File: src/rtl/control_botones_vga_pkg.sv
// Shared definitions for the button-to-VGA command block.
//  - button index constants for the four cursor directions
//  - arbiter FSM state encoding
//  - default hold-to-repeat timing
package control_botones_vga_pkg;

  localparam int BTN_ARRIBA = 0;
  localparam int BTN_ABAJO  = 1;
  localparam int BTN_IZQ    = 2;
  localparam int BTN_DER    = 3;

  // Default timing, in clock1k cycles.
  localparam int RETARDO_DEF    = 500;
  localparam int PERIODO_DEF    = 100;
  localparam int ANCHO_CONT_DEF = 10;

  typedef enum logic {
    IDLE  = 1'b0,
    OFFER = 1'b1
  } estado_t;

endpackage

File: src/rtl/control_botones_vga_if.sv
// Command channel from the button arbiter to the VGA position logic.
//  cmd_valid  master -> slave  a command is being offered
//  cmd_id     master -> slave  index of the button the command belongs to
//  cmd_ready  slave  -> master consumer takes the command this cycle
//
// Handshake: a transfer happens on a rising edge where cmd_valid and cmd_ready
// are both 1. While cmd_valid is 1 the master holds cmd_id stable and does not
// drop cmd_valid until that transfer. cmd_ready while cmd_valid is 0 has no
// effect. cmd_id keeps its last value while cmd_valid is 0.
interface control_botones_vga_if #(
  parameter int ANCHO_ID = 2
);

  logic                cmd_valid;
  logic [ANCHO_ID-1:0] cmd_id;
  logic                cmd_ready;

  modport master (output cmd_valid, output cmd_id, input cmd_ready);
  modport slave  (input cmd_valid, input cmd_id, output cmd_ready);

endinterface

File: src/rtl/control_botones_vga_canal_boton.sv
// One button channel: rising-edge detection plus hold-to-repeat.
// Ports:
//  clock1k  in   system clock
//  reset    in   synchronous active-high reset
//  boton    in   debounced button level, synchronous to clock1k
//  evento   out  1 on the rise cycle and on every repeat cycle while held
// The hold counter restarts at the rise; when it reaches RETARDO_REPETICION it
// fires a repeat and reloads to RETARDO_REPETICION-PERIODO_REPETICION, so later
// repeats come every PERIODO_REPETICION cycles. It never wraps.
module canal_boton
  import control_botones_vga_pkg::*;
#(
  parameter int RETARDO_REPETICION = RETARDO_DEF,
  parameter int PERIODO_REPETICION = PERIODO_DEF,
  parameter int ANCHO_CONT         = ANCHO_CONT_DEF
) (
  input  logic clock1k,
  input  logic reset,
  input  logic boton,
  output logic evento
);

  localparam logic [ANCHO_CONT-1:0] RETARDO_C = ANCHO_CONT'(RETARDO_REPETICION);
  localparam logic [ANCHO_CONT-1:0] RECARGA_C =
    ANCHO_CONT'(RETARDO_REPETICION - PERIODO_REPETICION);

  logic                  prev_q, prev_d;
  logic [ANCHO_CONT-1:0] cnt_q, cnt_d;
  logic [ANCHO_CONT-1:0] cnt_inc;
  logic                  flanco;
  logic                  repite;

  always_comb begin
    prev_d  = boton;
    flanco  = boton & ~prev_q;
    repite  = 1'b0;
    cnt_inc = cnt_q + ANCHO_CONT'(1);
    cnt_d   = '0;
    // Low level and the rise cycle both leave the counter at zero.
    if (boton && !flanco) begin
      if (cnt_inc == RETARDO_C) begin
        repite = 1'b1;
        cnt_d  = RECARGA_C;
      end else begin
        cnt_d = cnt_inc;
      end
    end
    evento = flanco | repite;
  end

  always_ff @(posedge clock1k) begin
    if (reset) begin
      prev_q <= 1'b0;
      cnt_q  <= '0;
    end else begin
      prev_q <= prev_d;
      cnt_q  <= cnt_d;
    end
  end

endmodule

File: src/rtl/control_botones_vga.sv
// Turns debounced button levels into one-at-a-time move commands for the VGA
// position logic. Each channel produces press/repeat events, which latch into a
// pending flag; a round-robin arbiter offers one pending channel at a time on
// the command interface.
// Ports:
//  clock1k         in   system clock, rising edge
//  reset           in   synchronous active-high reset
//  botonLimpio     in   N_BOTONES debounced button levels
//  cmd             if   master side of the command channel (cmd_valid/cmd_id/cmd_ready)
//  pendientes      out  N_BOTONES pending-request flags
//  evento_perdido  out  one-cycle pulse when an event lands on an already-pending channel
//  estado_dbg      out  arbiter FSM state
module control_botones_vga
  import control_botones_vga_pkg::*;
#(
  parameter int N_BOTONES          = 4,
  parameter int RETARDO_REPETICION = RETARDO_DEF,
  parameter int PERIODO_REPETICION = PERIODO_DEF,
  parameter int ANCHO_CONT         = ANCHO_CONT_DEF
) (
  input  logic                    clock1k,
  input  logic                    reset,
  input  logic [N_BOTONES-1:0]    botonLimpio,
  control_botones_vga_if.master   cmd,
  output logic [N_BOTONES-1:0]    pendientes,
  output logic                    evento_perdido,
  output estado_t                 estado_dbg
);

  localparam int ANCHO_ID = $clog2(N_BOTONES);

  if (N_BOTONES < 2 || N_BOTONES > 8) begin : g_err_n
    $error("control_botones_vga: N_BOTONES must be 2..8");
  end
  if (PERIODO_REPETICION < 2 || PERIODO_REPETICION > RETARDO_REPETICION) begin : g_err_periodo
    $error("control_botones_vga: PERIODO_REPETICION must be 2..RETARDO_REPETICION");
  end
  if (RETARDO_REPETICION >= (2 ** ANCHO_CONT)) begin : g_err_ancho
    $error("control_botones_vga: ANCHO_CONT too narrow for RETARDO_REPETICION");
  end

  logic [N_BOTONES-1:0] evento;

  for (genvar g = 0; g < N_BOTONES; g++) begin : g_canal
    canal_boton #(
      .RETARDO_REPETICION (RETARDO_REPETICION),
      .PERIODO_REPETICION (PERIODO_REPETICION),
      .ANCHO_CONT         (ANCHO_CONT)
    ) u_canal (
      .clock1k (clock1k),
      .reset   (reset),
      .boton   (botonLimpio[g]),
      .evento  (evento[g])
    );
  end

  estado_t              estado_q, estado_d;
  logic [N_BOTONES-1:0] pending_q, pending_d;
  logic [ANCHO_ID-1:0]  last_grant_q, last_grant_d;
  logic [ANCHO_ID-1:0]  cmd_id_q, cmd_id_d;
  logic                 cmd_valid_q, cmd_valid_d;
  logic                 perdido_q, perdido_d;
  logic [N_BOTONES-1:0] clr;
  logic [ANCHO_ID-1:0]  grant;
  logic                 found;
  int                   tgt;

  // Round robin: visit channels last_grant+1, +2, ... (mod N_BOTONES) and take
  // the first pending one. The inner loop keeps every bit index constant.
  always_comb begin
    found = 1'b0;
    grant = '0;
    tgt   = 0;
    for (int k = 0; k < N_BOTONES; k++) begin
      tgt = int'(last_grant_q) + 1 + k;
      if (tgt >= N_BOTONES) tgt = tgt - N_BOTONES;
      if (tgt >= N_BOTONES) tgt = tgt - N_BOTONES;
      for (int i = 0; i < N_BOTONES; i++) begin
        if (!found && (i == tgt) && pending_q[i]) begin
          found = 1'b1;
          grant = ANCHO_ID'(i);
        end
      end
    end
  end

  always_comb begin
    estado_d     = estado_q;
    cmd_valid_d  = cmd_valid_q;
    cmd_id_d     = cmd_id_q;
    last_grant_d = last_grant_q;
    clr          = '0;
    case (estado_q)
      IDLE: begin
        if (found) begin
          cmd_id_d    = grant;
          cmd_valid_d = 1'b1;
          estado_d    = OFFER;
        end else begin
          cmd_valid_d = 1'b0;
        end
      end
      OFFER: begin
        if (cmd_valid_q && cmd.cmd_ready) begin
          clr[cmd_id_q] = 1'b1;
          last_grant_d  = cmd_id_q;
          cmd_valid_d   = 1'b0;
          estado_d      = IDLE;
        end
      end
      default: begin
        estado_d    = IDLE;
        cmd_valid_d = 1'b0;
      end
    endcase
  end

  // A new event wins over a same-cycle clear, so a press during the handshake
  // is kept as a fresh request. Only an event on a pending, uncleared channel
  // is lost.
  always_comb begin
    pending_d = (pending_q & ~clr) | evento;
    perdido_d = |(evento & pending_q & ~clr);
  end

  always_ff @(posedge clock1k) begin
    if (reset) begin
      estado_q     <= IDLE;
      pending_q    <= '0;
      last_grant_q <= ANCHO_ID'(N_BOTONES - 1);
      cmd_id_q     <= '0;
      cmd_valid_q  <= 1'b0;
      perdido_q    <= 1'b0;
    end else begin
      estado_q     <= estado_d;
      pending_q    <= pending_d;
      last_grant_q <= last_grant_d;
      cmd_id_q     <= cmd_id_d;
      cmd_valid_q  <= cmd_valid_d;
      perdido_q    <= perdido_d;
    end
  end

  assign cmd.cmd_valid  = cmd_valid_q;
  assign cmd.cmd_id     = cmd_id_q;
  assign pendientes     = pending_q;
  assign evento_perdido = perdido_q;
  assign estado_dbg     = estado_q;

endmodule

File: src/flat_wrapper.sv
// flat-port wrapper written by rule: the top's interface ports become plain ports
module control_botones_vga_flat import control_botones_vga_pkg::*;
#(
  parameter int N_BOTONES          = 4,
  parameter int RETARDO_REPETICION = RETARDO_DEF,
  parameter int PERIODO_REPETICION = PERIODO_DEF,
  parameter int ANCHO_CONT         = ANCHO_CONT_DEF
)
  (clock1k, reset, botonLimpio, pendientes, evento_perdido, estado_dbg, cmd_cmd_valid, cmd_cmd_id, cmd_cmd_ready);
  control_botones_vga_if #(.ANCHO_ID(2)) cmd_i ();
  input  logic clock1k;
  input  logic reset;
  input  logic [N_BOTONES-1:0] botonLimpio;
  output logic [N_BOTONES-1:0] pendientes;
  output logic evento_perdido;
  output estado_t estado_dbg;
  output wire logic [$bits(cmd_i.cmd_valid)-1:0] cmd_cmd_valid;
  output wire logic [$bits(cmd_i.cmd_id)-1:0] cmd_cmd_id;
  input wire logic [$bits(cmd_i.cmd_ready)-1:0] cmd_cmd_ready;
  assign cmd_cmd_valid = cmd_i.cmd_valid;
  assign cmd_cmd_id = cmd_i.cmd_id;
  assign cmd_i.cmd_ready = cmd_cmd_ready;
  control_botones_vga #(.N_BOTONES(N_BOTONES), .RETARDO_REPETICION(RETARDO_REPETICION), .PERIODO_REPETICION(PERIODO_REPETICION), .ANCHO_CONT(ANCHO_CONT)) u_core (.clock1k(clock1k), .reset(reset), .botonLimpio(botonLimpio), .cmd(cmd_i), .pendientes(pendientes), .evento_perdido(evento_perdido), .estado_dbg(estado_dbg));
endmodule
File: config.mk
export PLATFORM = sky130hd
export DESIGN_NAME = control_botones_vga_flat
export DESIGN_NICKNAME = d
export VERILOG_FILES = /design/src/rtl/control_botones_vga_pkg.sv /design/src/rtl/control_botones_vga_if.sv /design/src/rtl/control_botones_vga_canal_boton.sv /design/src/rtl/control_botones_vga.sv /design/src/flat_wrapper.sv
export SDC_FILE = /design/constraint.sdc
export NUM_CORES = 1
export LEC_CHECK = 0
export ABC_AREA = 1
export ABC_CLOCK_PERIOD_IN_PS = 2410
export CAP_MARGIN = 0
export CORE_ASPECT_RATIO = 0.5
export CORE_MARGIN = 2
export CORE_UTILIZATION = 50
export DETAILED_ROUTE_END_ITERATION = 12
export HOLD_SLACK_MARGIN = 0.06
export MAX_ROUTING_LAYER = met4
export PLACE_DENSITY = 0.66
export SLEW_MARGIN = 25
export SYNTH_ARGS = -nofsm -noshare
export SYNTH_HDL_FRONTEND = slang
export SYNTH_SLANG_ARGS = --single-unit
File: constraint.sdc
create_clock -name clock1k -period 2.41 [get_ports clock1k]
set_input_delay 0.482 -clock clock1k [delete_from_list [all_inputs] [get_ports clock1k]]
set_output_delay 0.482 -clock clock1k [all_outputs]
set_load 0.05 [all_outputs]
==> results of run 1 <==
[registers in the layout, summed over array words and instances, names as in the netlist]
signal and flops:
u_core.pendientes 4, u_core.last_grant_q 2, u_core.estado_dbg 1, u_core.evento_perdido 1, u_core.cmd.cmd_valid 1, u_core.cmd.cmd_id 2, u_core.g_canal.u_canal.cnt_q 40, u_core.g_canal.u_canal.prev_q 4
[final cells by class]
cell class / instances / area [um2] / area share (%)
Tap cell: 70 / 87.58 / 2.869
Timing Repair Buffer: 15 / 150.1 / 4.918
Multi-Input combinational cell: 267 / 1378 / 45.12
Clock buffer: 8 / 100.1 / 3.279
Sequential cell: 55 / 1101 / 36.07
Inverter: 63 / 236.5 / 7.746
[logic make-up (layout without fill, tap and decap cells)]
kind of cell	count (synthesis)	in the layout	synth area share, %
AOI/OAI and AO/OA	24	24	4.780
xor gates and xnor gates	20	20	6.434
DFF	55	55	40.44
adders and majority gates	4	4	1.838
and+or+nand+nor	219	219	37.55
buffers and inverters	64	86	8.962
[metrics by stage]
stage	setup slack [ns]	total power, W	instance area, um2	util (%)	instances
after floorplan	0.6881	0.001136	2723	-	386
after global placement	0.4624	0.001200	2953	58.01	470
after detailed placement	0.3930	0.001202	2953	58.01	470
after CTS	0.2840	0.001748	3053	59.98	478
after global routing	0.1260	0.001812	3053	59.98	478
final	0.2993	0.001729	3053	59.98	478
[synth_stat cells, types with 4 or more instances]
cell | instances | share of area [%]
nand2_1 | 72 | 9.9
a21oi_1 | 8 | 1.5
inv_1 | 58 | 8.0
nand4_1 | 9 | 2.1
o21ai_1 | 7 | 1.3
nand3_1 | 30 | 5.5
nand2_2 | 4 | 0.92
xor2_1 | 13 | 4.2
o21ai_0 | 5 | 0.92
dfxtp_1 | 55 | 40
nor3_1 | 6 | 1.1
nor2_1 | 75 | 10
ha_1 | 4 | 1.8
nor2_2 | 4 | 0.92
inv_2 | 5 | 0.69
xnor2_1 | 7 | 2.3
[power breakdown]
part           switching, W  internal, W  leakage (nW)
Combinational      0.000147    0.0000796         0.708
Clock              0.000286     0.000263        0.0515
Sequential        0.0000220     0.000931         0.447
[routing by layer]
metal  vias to the layer above  part of all wire (%)  GRT usage [%]
met4                         0                  0.92          5.128
met1                      1001                    53          24.16
met3                         5                   2.5          4.567
li1                       1242                     -              -
met5                         -                     0              -
met2                        16                    44          28.66
[final timing paths]
kind         slack [ns]                                from                                 end
min reg2reg        0.45  u_core.g_canal[3].u_canal.cnt_q[0]  u_core.g_canal[3].u_canal.cnt_q[0]
max                0.30                u_core.pendientes[1]                       pendientes[1]
min                0.45  u_core.g_canal[3].u_canal.cnt_q[0]  u_core.g_canal[3].u_canal.cnt_q[0]
max reg2reg        0.36  u_core.g_canal[0].u_canal.cnt_q[0]  u_core.g_canal[0].u_canal.cnt_q[9]
==> results.json, run 1 <==
{
  "status": "finished clean",
  "cap_violations": 0,
  "synth_edf_count": 0,
  "crit_arrival_ns": 1.63,
  "drcViolationCount": 0,
  "path_class": "reg -> out",
  "finalCritPeriodShare_pct": 87.58,
  "layout.nets": 418,
  "slowest_delay_ns": 0.86,
  "hold_buffers": 0,
  "path_cells": "clkdlybuf4s50_1",
  "grt_overflow": 0,
  "io_buffers": 15,
  "fin_tns_setup_ns": 0,
  "synth-seq-cells": 55,
  "hold_depth": 1,
  "maxSlewHeadroom_pct": 66.80,
  "cts_resized": 0,
  "crit_required_ns": 1.93,
  "post_cts_buffers": 0,
  "antenna_found_initial": 0,
  "postRouteAntennaNets": 0,
  "dominantRegCellSynth": "dfxtp_1",
  "ys.warnings.count": 0,
  "clock-sinks": 55,
  "finalMaxSlewViolations": 0,
  "start_kind": "flop",
  "dr.pass1.iters": 4,
  "cp.depth": 1,
  "fill_cells": 499,
  "grt_pass1_vias": 2100,
  "avgRoutedWirePerCell_um": 10.46,
  "critPathTopFamily": "buffers and inverters",
  "critPathSlowestCell": "clkdlybuf4s50_1",
  "setup_viol": 0,
  "cts_root_buf": "clkbuf_8",
  "vias": 2264,
  "hold_viol": 0,
  "hold_slack_ns": 0.4547,
  "async_flop_share_pct": 0,
  "drive_gt1_share_pct": 8.088,
  "dp_hpwl_um": 3913,
  "rsz0062_at_grt": "false",
  "reg2reg_depth": 12,
  "syn-num-nets": 397,
  "rows": 18,
  "synth_cell_type_count": 33,
  "h-tree-depth": 2,
  "synth_area_per_cell_um2": 7.053,
  "ys_seq_area_share_pct": 40.44,
  "finalWirelength_um": 5001,
  "synth_area_um2": 2723,
  "grt_pass1_wl_um": 8763,
  "fmax_ghz": 0.4738,
  "worst_pin_slew_ns": 0.4965,
  "drt_iter0_drc": 113,
  "p_leak_nw": 1.206,
  "clkTransAtPathRegs_ns": 0.09,
  "worstSkewPairLatency_ns": 0.30,
  "grt_max_degree": 16,
  "die_h_um": 56.18,
  "syn_inst": 386,
  "powerDensity_nw_per_um2": 566.4,
  "path_buf_inv": 1,
  "vdd_drop_max_v": 0.0003221,
  "cts_tree": "done",
  "fin_worst_skew_ns": 0.006607,
  "grt_usage_pct": 18.49,
  "gp_congestion": 0.8422,
  "antenna_cells": 0,
  "final_common_cell": "nor2_1",
  "final_cell_mix": "nor2_1, nand2_1, inv_1",
  "clockBufferDepth": 2,
  "core_area_um2": 5090,
  "hp-class": "reg -> reg",
  "cts_made_buffers": 5,
  "die_area_um2": 6087,
  "fp.dieW_um": 108.4,
  "areaGrowthSynthToFinish_pct": 12.13,
  "min_period_ns": 2.111,
  "start_util_pct": 53.49,
  "end_kind": "output pin",
  "viasPerCell": 4.736,
  "cp_max_fo": 6,
  "io_pins": 16
}
(Power assumes the default switching activity.)
==> run 2, diff against run 1 <==
--- a/config.mk
+++ b/config.mk
@@ -6,12 +6,12 @@
 export NUM_CORES = 1
 export LEC_CHECK = 0
 export ABC_AREA = 1
-export ABC_CLOCK_PERIOD_IN_PS = 2410
 export CAP_MARGIN = 0
 export CORE_ASPECT_RATIO = 0.5
 export CORE_MARGIN = 2
 export CORE_UTILIZATION = 50
 export DETAILED_ROUTE_END_ITERATION = 12
+export GPL_TIMING_DRIVEN = 0
 export HOLD_SLACK_MARGIN = 0.06
 export MAX_ROUTING_LAYER = met4
 export PLACE_DENSITY = 0.66
==> run 2 against run 1 <==
  * Die area did not move
  * Fmax rose by 0.33%
  * Non-clock buffer count did not move
  * Register-to-register slack improved by 0.02 ns
  * Total power fell by 0.22%
  * Design area barely moved
  * Sequential power barely moved
  * Critical path type unchanged
  * Highest routed layer unchanged
==> results.json, run 2 (synthesized netlist as in run 1, its figures left out) <==
{
  "status": "finished clean",
  "vias": 2254,
  "final_area_um2": 3050,
  "cts_tree": "done",
  "powerDensity_nw_per_um2": 565.6,
  "dr.pass1.iters": 4,
  "fin_tns_setup_ns": 0,
  "end_kind": "output pin",
  "die_h_um": 56.18,
  "cp_max_fo": 6,
  "grt_pass1_wl_um": 8638,
  "fin_util_pct": 59.93,
  "grt_max_degree": 16,
  "cap_violations": 0,
  "setup_viol": 0,
  "drcViolationCount": 0,
  "hold_viol": 0,
  "maxSlewHeadroom_pct": 66.70,
  "top_register": "u_core.g_canal.u_canal.cnt_q",
  "core_area_um2": 5090,
  "path_buf_inv": 1,
  "finalCritPeriodShare_pct": 87.29,
  "reg2reg_setup_slack_ns": 0.38,
  "cts_root_buf": "clkbuf_8",
  "largest_reg_flops": 40,
  "die_area_um2": 6087,
  "layout.nets": 418,
  "dp_hpwl_um": 3818,
  "top_layer": "met4",
  "p_leak_nw": 1.207,
  "wl_met2_um": 2142,
  "final_cell_mix": "nor2_1, nand2_1, inv_1",
  "io_pins": 16,
  "met1_length_um": 2545,
  "path_cells": "clkdlybuf4s50_1",
  "critPathSlowestCell": "clkdlybuf4s50_1",
  "start_kind": "flop",
  "clkTransAtPathRegs_ns": 0.09,
  "worst_pin_slew_ns": 0.4979,
  "crit_required_ns": 1.93,
  "path_class": "reg -> out",
  "hold_buffers": 0,
  "antenna_found_initial": 0,
  "drive_gt1_share_pct": 8.333,
  "areaGrowthSynthToFinish_pct": 12.04,
  "fp.dieW_um": 108.4,
  "post_cts_buffers": 0,
  "hp-class": "in -> reg",
  "grt_overflow": 0,
  "worstSkewPairLatency_ns": 0.30,
  "met3_length_um": 147,
  "viasPerCell": 4.715,
  "crit_arrival_ns": 1.62,
  "min_period_ns": 2.104,
  "fin_worst_skew_ns": 0.003722,
  "finalWirelength_um": 4860,
  "drt_iter0_drc": 152,
  "dpl-instance-area_um2": 2950,
  "slowest_delay_ns": 0.86,
  "cts_made_buffers": 5,
  "cts_resized": 0,
  "grt_pass1_vias": 2028,
  "start_util_pct": 53.49,
  "postRouteAntennaNets": 0,
  "final_common_cell": "nor2_1",
  "grt_usage_pct": 18.34,
  "io_buffers": 14,
  "critPathTopFamily": "buffers and inverters",
  "clock-sinks": 55,
  "vdd_drop_max_v": 0.0003290,
  "h-tree-depth": 2,
  "rsz0062_at_grt": "false",
  "antenna_cells": 0,
  "clockBufferDepth": 2,
  "finalMaxSlewViolations": 0,
  "gp_congestion": 0.8364,
  "fmax_ghz": 0.4753,
  "rows": 18,
  "avgRoutedWirePerCell_um": 10.17
}
run 2: cell count changes in the layout (fill, tap and decap cells not counted):
cell	change
clkdlybuf4s50_1	-1
buf_4	+1
run 2: per-layer routing:
layer	vias up	GRT usage [%]
met1	995	23.65
met3	2	5.504
li1	1241	-
met5	-	-
met4	0	5.311
met2	16	27.94
run 2: worst paths after layout:
path | startpoint | depth (start not counted) | endpoint
max | u_core.pendientes[1] | 1 | pendientes[1]
min | reset | 2 | u_core.evento_perdido
max reg2reg | u_core.g_canal[0].u_canal.cnt_q[0] | 12 | u_core.g_canal[0].u_canal.cnt_q[2]
min reg2reg | u_core.g_canal[3].u_canal.cnt_q[0] | 1 | u_core.g_canal[3].u_canal.cnt_q[0]
run 2: metrics by stage:
step	instances	power (W)	setup slack (ns)	hold slack (ns)
after floorplan	386	0.001136	0.6881	0.4175
after global placement	470	0.001198	0.4531	0.4301
after detailed placement	470	0.001203	0.4011	0.4624
after CTS	478	0.001750	0.2965	0.4123
after global routing	478	0.001817	0.07885	0.4238
final	478	0.001725	0.3063	0.4288
run 2: layout make-up:
cell class	count	area, um2
Multi-Input combinational cell	267	1378
Inverter	63	236.5
Tap cell	70	87.58
Fill cell	495	2039
Clock buffer	8	100.1
Buffer	1	7.507
Sequential cell	55	1101
Timing Repair Buffer	14	140.1
run 2: power by group:
group,internal [W],switching (W)
combinational,0.0000794,0.000149
sequential,0.000931,0.0000212
clock,0.000263,0.000282
total,0.00127,0.000452
==> patch 1, RTL diff (flow settings as in run 2) <==
The package constant `PERIODO_DEF` goes from 100 to 50.
--- a/src/rtl/control_botones_vga_pkg.sv
+++ b/src/rtl/control_botones_vga_pkg.sv
@@ -11,7 +11,7 @@
 
   // Default timing, in clock1k cycles.
   localparam int RETARDO_DEF    = 500;
-  localparam int PERIODO_DEF    = 100;
+  localparam int PERIODO_DEF    = 50;
   localparam int ANCHO_CONT_DEF = 10;
 
   typedef enum logic {
Behaviour: no difference found for any inputs over 4 cycles, from zero or initial values and one cycle with reset high; that may be too few to reach the edited logic, so the function may still have changed.
==> patch 1 against run 2 <==
- sequential cell count unchanged
- area after synthesis down 3.8%
- final area down 3.8%
- sequential power up 1%
- setup slack worse by 0.068 ns
- routed wire length down 3.0%
- total power down 0.93%
==> patch 1: results (changes against run 2) <==
Status: finished, final reports clean
Seq group: 962 uW (+1%)
Number of global-route vias before repair: 1835 (-9.5%)
Hold_ws: 0.449 ns (+0.0199 ns)
Met1 usage: 0.217 (-0.0193)
Max VDD drop: 0.266 mV (-19%)
Routed wire length: 4.71 mm (-3.0%)
Worst Path Max Fanout: 7 (+1)
Synth cell count leaders: nor2_1 (74), nand2_1 (65), dfxtp_1 (55)
Antenna violations before repair: 0 (unchanged)
Placed cell count: 443 (-5.7%)
Placed inst area: 2850 um^2 (-3.5%)
First-pass GRT wire length: 7.81 mm (-9.6%)
Sequential share of the synthesized area: 0.420 (+0.0160)
Post-DP HPWL: 3.59 mm (-5.9%)
Final Cycle Share: 0.901 (+0.0282)
Hold Path Class: reg -> reg
Layout net count: 391 (-6.5%)
Gpl congestion: 0.868 (+3.7%)
Crit path DAT: 1.69 ns (+0.07 ns)
Largest net degree at the start of global routing: 16 (unchanged)
Layout fillers: 466 (-5.9%)
Leakage power: 1.12 nW (-7.1%)
Top post-synthesis cells by area: dfxtp_1 (42%), nor2_1 (11%), nand2_1 (9.3%)
Mapped Cells: 359 (-7.0%)
GRT Total Usage: 0.174 (-0.00900)
Initial DRC count: 64 (-58%)
Clock Skews: 0.00626 ns (+0.00254 ns)
Slew @ Worst Pin: 0.500 ns (+0.00218 ns)
Worst slack at placement: 0.330 ns (-0.0715 ns)
Pwr Total: 1.71 mW (-0.93%)
Syn_nets: 370 (-6.8%)
Met3 usage: 0.0457 (-0.00937)
Met2 usage: 0.294 (+0.0144)
Internal power: 1.24 mW (-2.4%)
Layout cells sized above 1: 0.0684 (-0.0149)
## patch 1: changes by cell type in the layout (fill, tap and decap cells not counted), moves of 3 or more
cell and change:
inv_1 -19, o21ai_1 -4, nand2_2 -3, nor3_1 +3, xor2_1 +3, a21oi_1 +5, nand2_1 -7, nor3b_1 +4
nand3_1 -7
## patch 1: cell families after synthesis
group	count (synthesis)	share of synthesized area
xor gates and xnor gates	23	0.0769
AOI/OAI and AO/OA	23	0.0463
and+or+nand+nor	208	0.371
DFF	55	0.420
adders and majority gates	4	0.0191
buffers and inverters	46	0.0664
## patch 1: metal layers
| layer | vias to the layer above | routed length [um] |
|---|---|---|
| met4 | 0 | 39 |
| met1 | 989 | 2490 |
| li1 | 1182 | - |
| met3 | 8 | 155 |
| met2 | 19 | 2030 |
| met5 | - | 0 |
## patch 1: path summary, 6_finish.rpt
path / depth (start not counted) / from / end
max: 1 / u_core.pendientes[1] / pendientes[1]
min: 1 / u_core.g_canal[2].u_canal.cnt_q[0] / u_core.g_canal[2].u_canal.cnt_q[0]
max reg2reg: 11 / u_core.g_canal[1].u_canal.cnt_q[0] / u_core.g_canal[1].u_canal.cnt_q[2]
min reg2reg: 1 / u_core.g_canal[2].u_canal.cnt_q[0] / u_core.g_canal[2].u_canal.cnt_q[0]
## patch 1: final cells by class
| cell class | instances | area [um^2] | share of cell area |
|---|---|---|---|
| buffer | 2 | 8.76 | 0.00299 |
| clock buffer | 6 | 82.6 | 0.0281 |
| clock inverter | 1 | 5.00 | 0.00171 |
| inverter | 44 | 165 | 0.0563 |
| multi-input combinational | 258 | 1340 | 0.458 |
| sequential | 55 | 1100 | 0.375 |
| tap | 70 | 87.6 | 0.0299 |
| timing repair buffer | 14 | 140 | 0.0478 |
==> patch 2, RTL diff (settings of run 2) <==
Without the edit above. Reset style: asynchronous (`reset`), changed in 2 clocked blocks. Comments in the files are not updated.
--- a/src/rtl/control_botones_vga_canal_boton.sv
+++ b/src/rtl/control_botones_vga_canal_boton.sv
@@ -48,7 +48,7 @@
     evento = flanco | repite;
   end
 
-  always_ff @(posedge clock1k) begin
+  always_ff @(posedge clock1k or posedge reset) begin
     if (reset) begin
       prev_q <= 1'b0;
       cnt_q  <= '0;
--- a/src/rtl/control_botones_vga.sv
+++ b/src/rtl/control_botones_vga.sv
@@ -123,7 +123,7 @@
     perdido_d = |(evento & pending_q & ~clr);
   end
 
-  always_ff @(posedge clock1k) begin
+  always_ff @(posedge clock1k or posedge reset) begin
     if (reset) begin
       estado_q     <= IDLE;
       pending_q    <= '0;
Formal check against the unedited RTL: differs if reset is asserted again (counterexample within 4 cycles, from zero or initial values and one cycle with reset high); with reset held inactive, the same outputs for 4 cycles.
==> patch 2 against run 2 <==
- final area up 8.5%
- area after synthesis increased by 5.5%
- non-clock buffer count grew 2
- routed wire length rose by 7.8%
- global-route usage rose by 0.28 points
- synthesized cell count fell by 11%
- sequential cell count unchanged
- setup slack improved by 0.035 ns
Power is not compared: it rests on default switching activity, and its combinational part moved more than twofold at a synthesized area within 25%.
==> patch 2: results (changes against run 2) <==
Fmax: 483 MHz (+1.7%)
Worst slack at placement: 0.360 ns (-0.0415 ns)
Post-DP HPWL: 3.94 mm (+3.2%)
Gpl congestion: 0.866 (+3.6%)
Layout cells sized above 1: 0.0899 (+0.00658)
R2r endpoint: u_core.g_canal[1].u_canal.cnt_q[1]
Crit path DAT: 1.59 ns (-0.03 ns)
# port buffers: 15 (+1)
Status: finished, final reports clean
Via count: 2191 (-2.8%)
Mapped Cells: 344 (-11%)
Distinct cell type count after synthesis: 32 (-3.0%)
Reg clk slew, reported paths: 0.07 ns (-0.02 ns)
Worst Path Max Fanout: 7 (+1)
Clock Skews: 0.00615 ns (+0.00243 ns)
CTS H-Tree Depth: 2 (unchanged)
Routed wire length: 5.24 mm (+7.8%)
Root Buffer: clkbuf_16
Top post-synthesis cells by area: dfrtp_1 (46%), nand2_1 (8.1%), nor2_1 (7.2%)
Hold Path Class: reg -> reg
Reg2Reg Setup Slack: 0.41 ns (+0.03 ns)
Synth Flop Type: dfrtp_1
Fraction of registers with async set or reset after synthesis: 1.00 (+1.00)
Initial DRC count: 89 (-41%)
First-pass GRT wire length: 9.34 mm (+8.2%)
Worst R2R Path Depth: 9 (-3)
GRT Total Usage: 0.186 (+0.00278)
Insertion delay of the later-clocked pin in the worst-skew pair: 0.29 ns
Largest net degree at the start of global routing: 56 (+40)
Antenna violations before repair: 0 (unchanged)
Sequential share of the synthesized area: 0.480 (+0.0756)
Crit path largest cell delay: 0.84 ns (-0.02 ns)
Synth cell count leaders: nand2_1 (62), nor2_1 (55), dfrtp_1 (53)
Layout Cells excl Fill: 440 (-7.9%)
Layout net count: 377 (-9.8%)
Placed cell count: 432 (-8.1%)
Pwr Total: 3.10 mW
Syn_nets: 355 (-11%)
CP Launch Point: u_core.pendientes[1]
Setup Buffers After CTS: 0 (unchanged)
Slew @ Worst Pin: 0.649 ns (+0.151 ns)
Inserted Clock Buffers: 5 (unchanged)
Reg2reg start: u_core.g_canal[1].u_canal.cnt_q[0]
Placed inst area: 3120 um^2 (+5.6%)
patch 2: how the worst min path moves through the flow:
stage / start / end / slack [ns] / cells after the start
5_1_grt: u_core.g_canal[3].u_canal.cnt_q[0] / u_core.g_canal[3].u_canal.cnt_q[0] / 0.49 / 1
3_5_place_dp: u_core.g_canal[3].u_canal.cnt_q[0] / u_core.g_canal[3].u_canal.cnt_q[0] / 0.45 / 1
2_1_floorplan: u_core.g_canal[3].u_canal.cnt_q[0] / u_core.g_canal[3].u_canal.cnt_q[0] / 0.43 / 1
3_3_place_gp: u_core.g_canal[3].u_canal.cnt_q[0] / u_core.g_canal[3].u_canal.cnt_q[0] / 0.44 / 1
4_1_cts: u_core.g_canal[3].u_canal.cnt_q[0] / u_core.g_canal[3].u_canal.cnt_q[0] / 0.46 / 1
6_report: u_core.g_canal[3].u_canal.cnt_q[0] / u_core.g_canal[3].u_canal.cnt_q[0] / 0.46 / 1
patch 2: kinds of logic after synthesis:
family,count (synthesis),share of synthesized area
and+or+nand+nor,197,0.335
AOI/OAI and AO/OA,13,0.0287
buffers and inverters,52,0.0684
adders and majority gates,4,0.0174
xor gates and xnor gates,23,0.0701
DFF,55,0.480
patch 2: layer usage:
layer,track usage,vias to the layer above,share of wire
li1,-,1133,-
met1,0.230,1037,0.48
met2,0.325,17,0.49
met3,0.0393,4,0.025
met4,0.0370,0,0.0063
met5,-,-,0
patch 2: cell type report:
type	count	area, um^2
Inverter	50	190
Sequential cell	55	1380
Buffer	2	8.76
Clock buffer	5	125
Timing Repair Buffer	15	150
Multi-Input combinational cell	237	1300
Clock inverter	3	67.6
Fill cell	486	2210
Tap cell	73	91.3
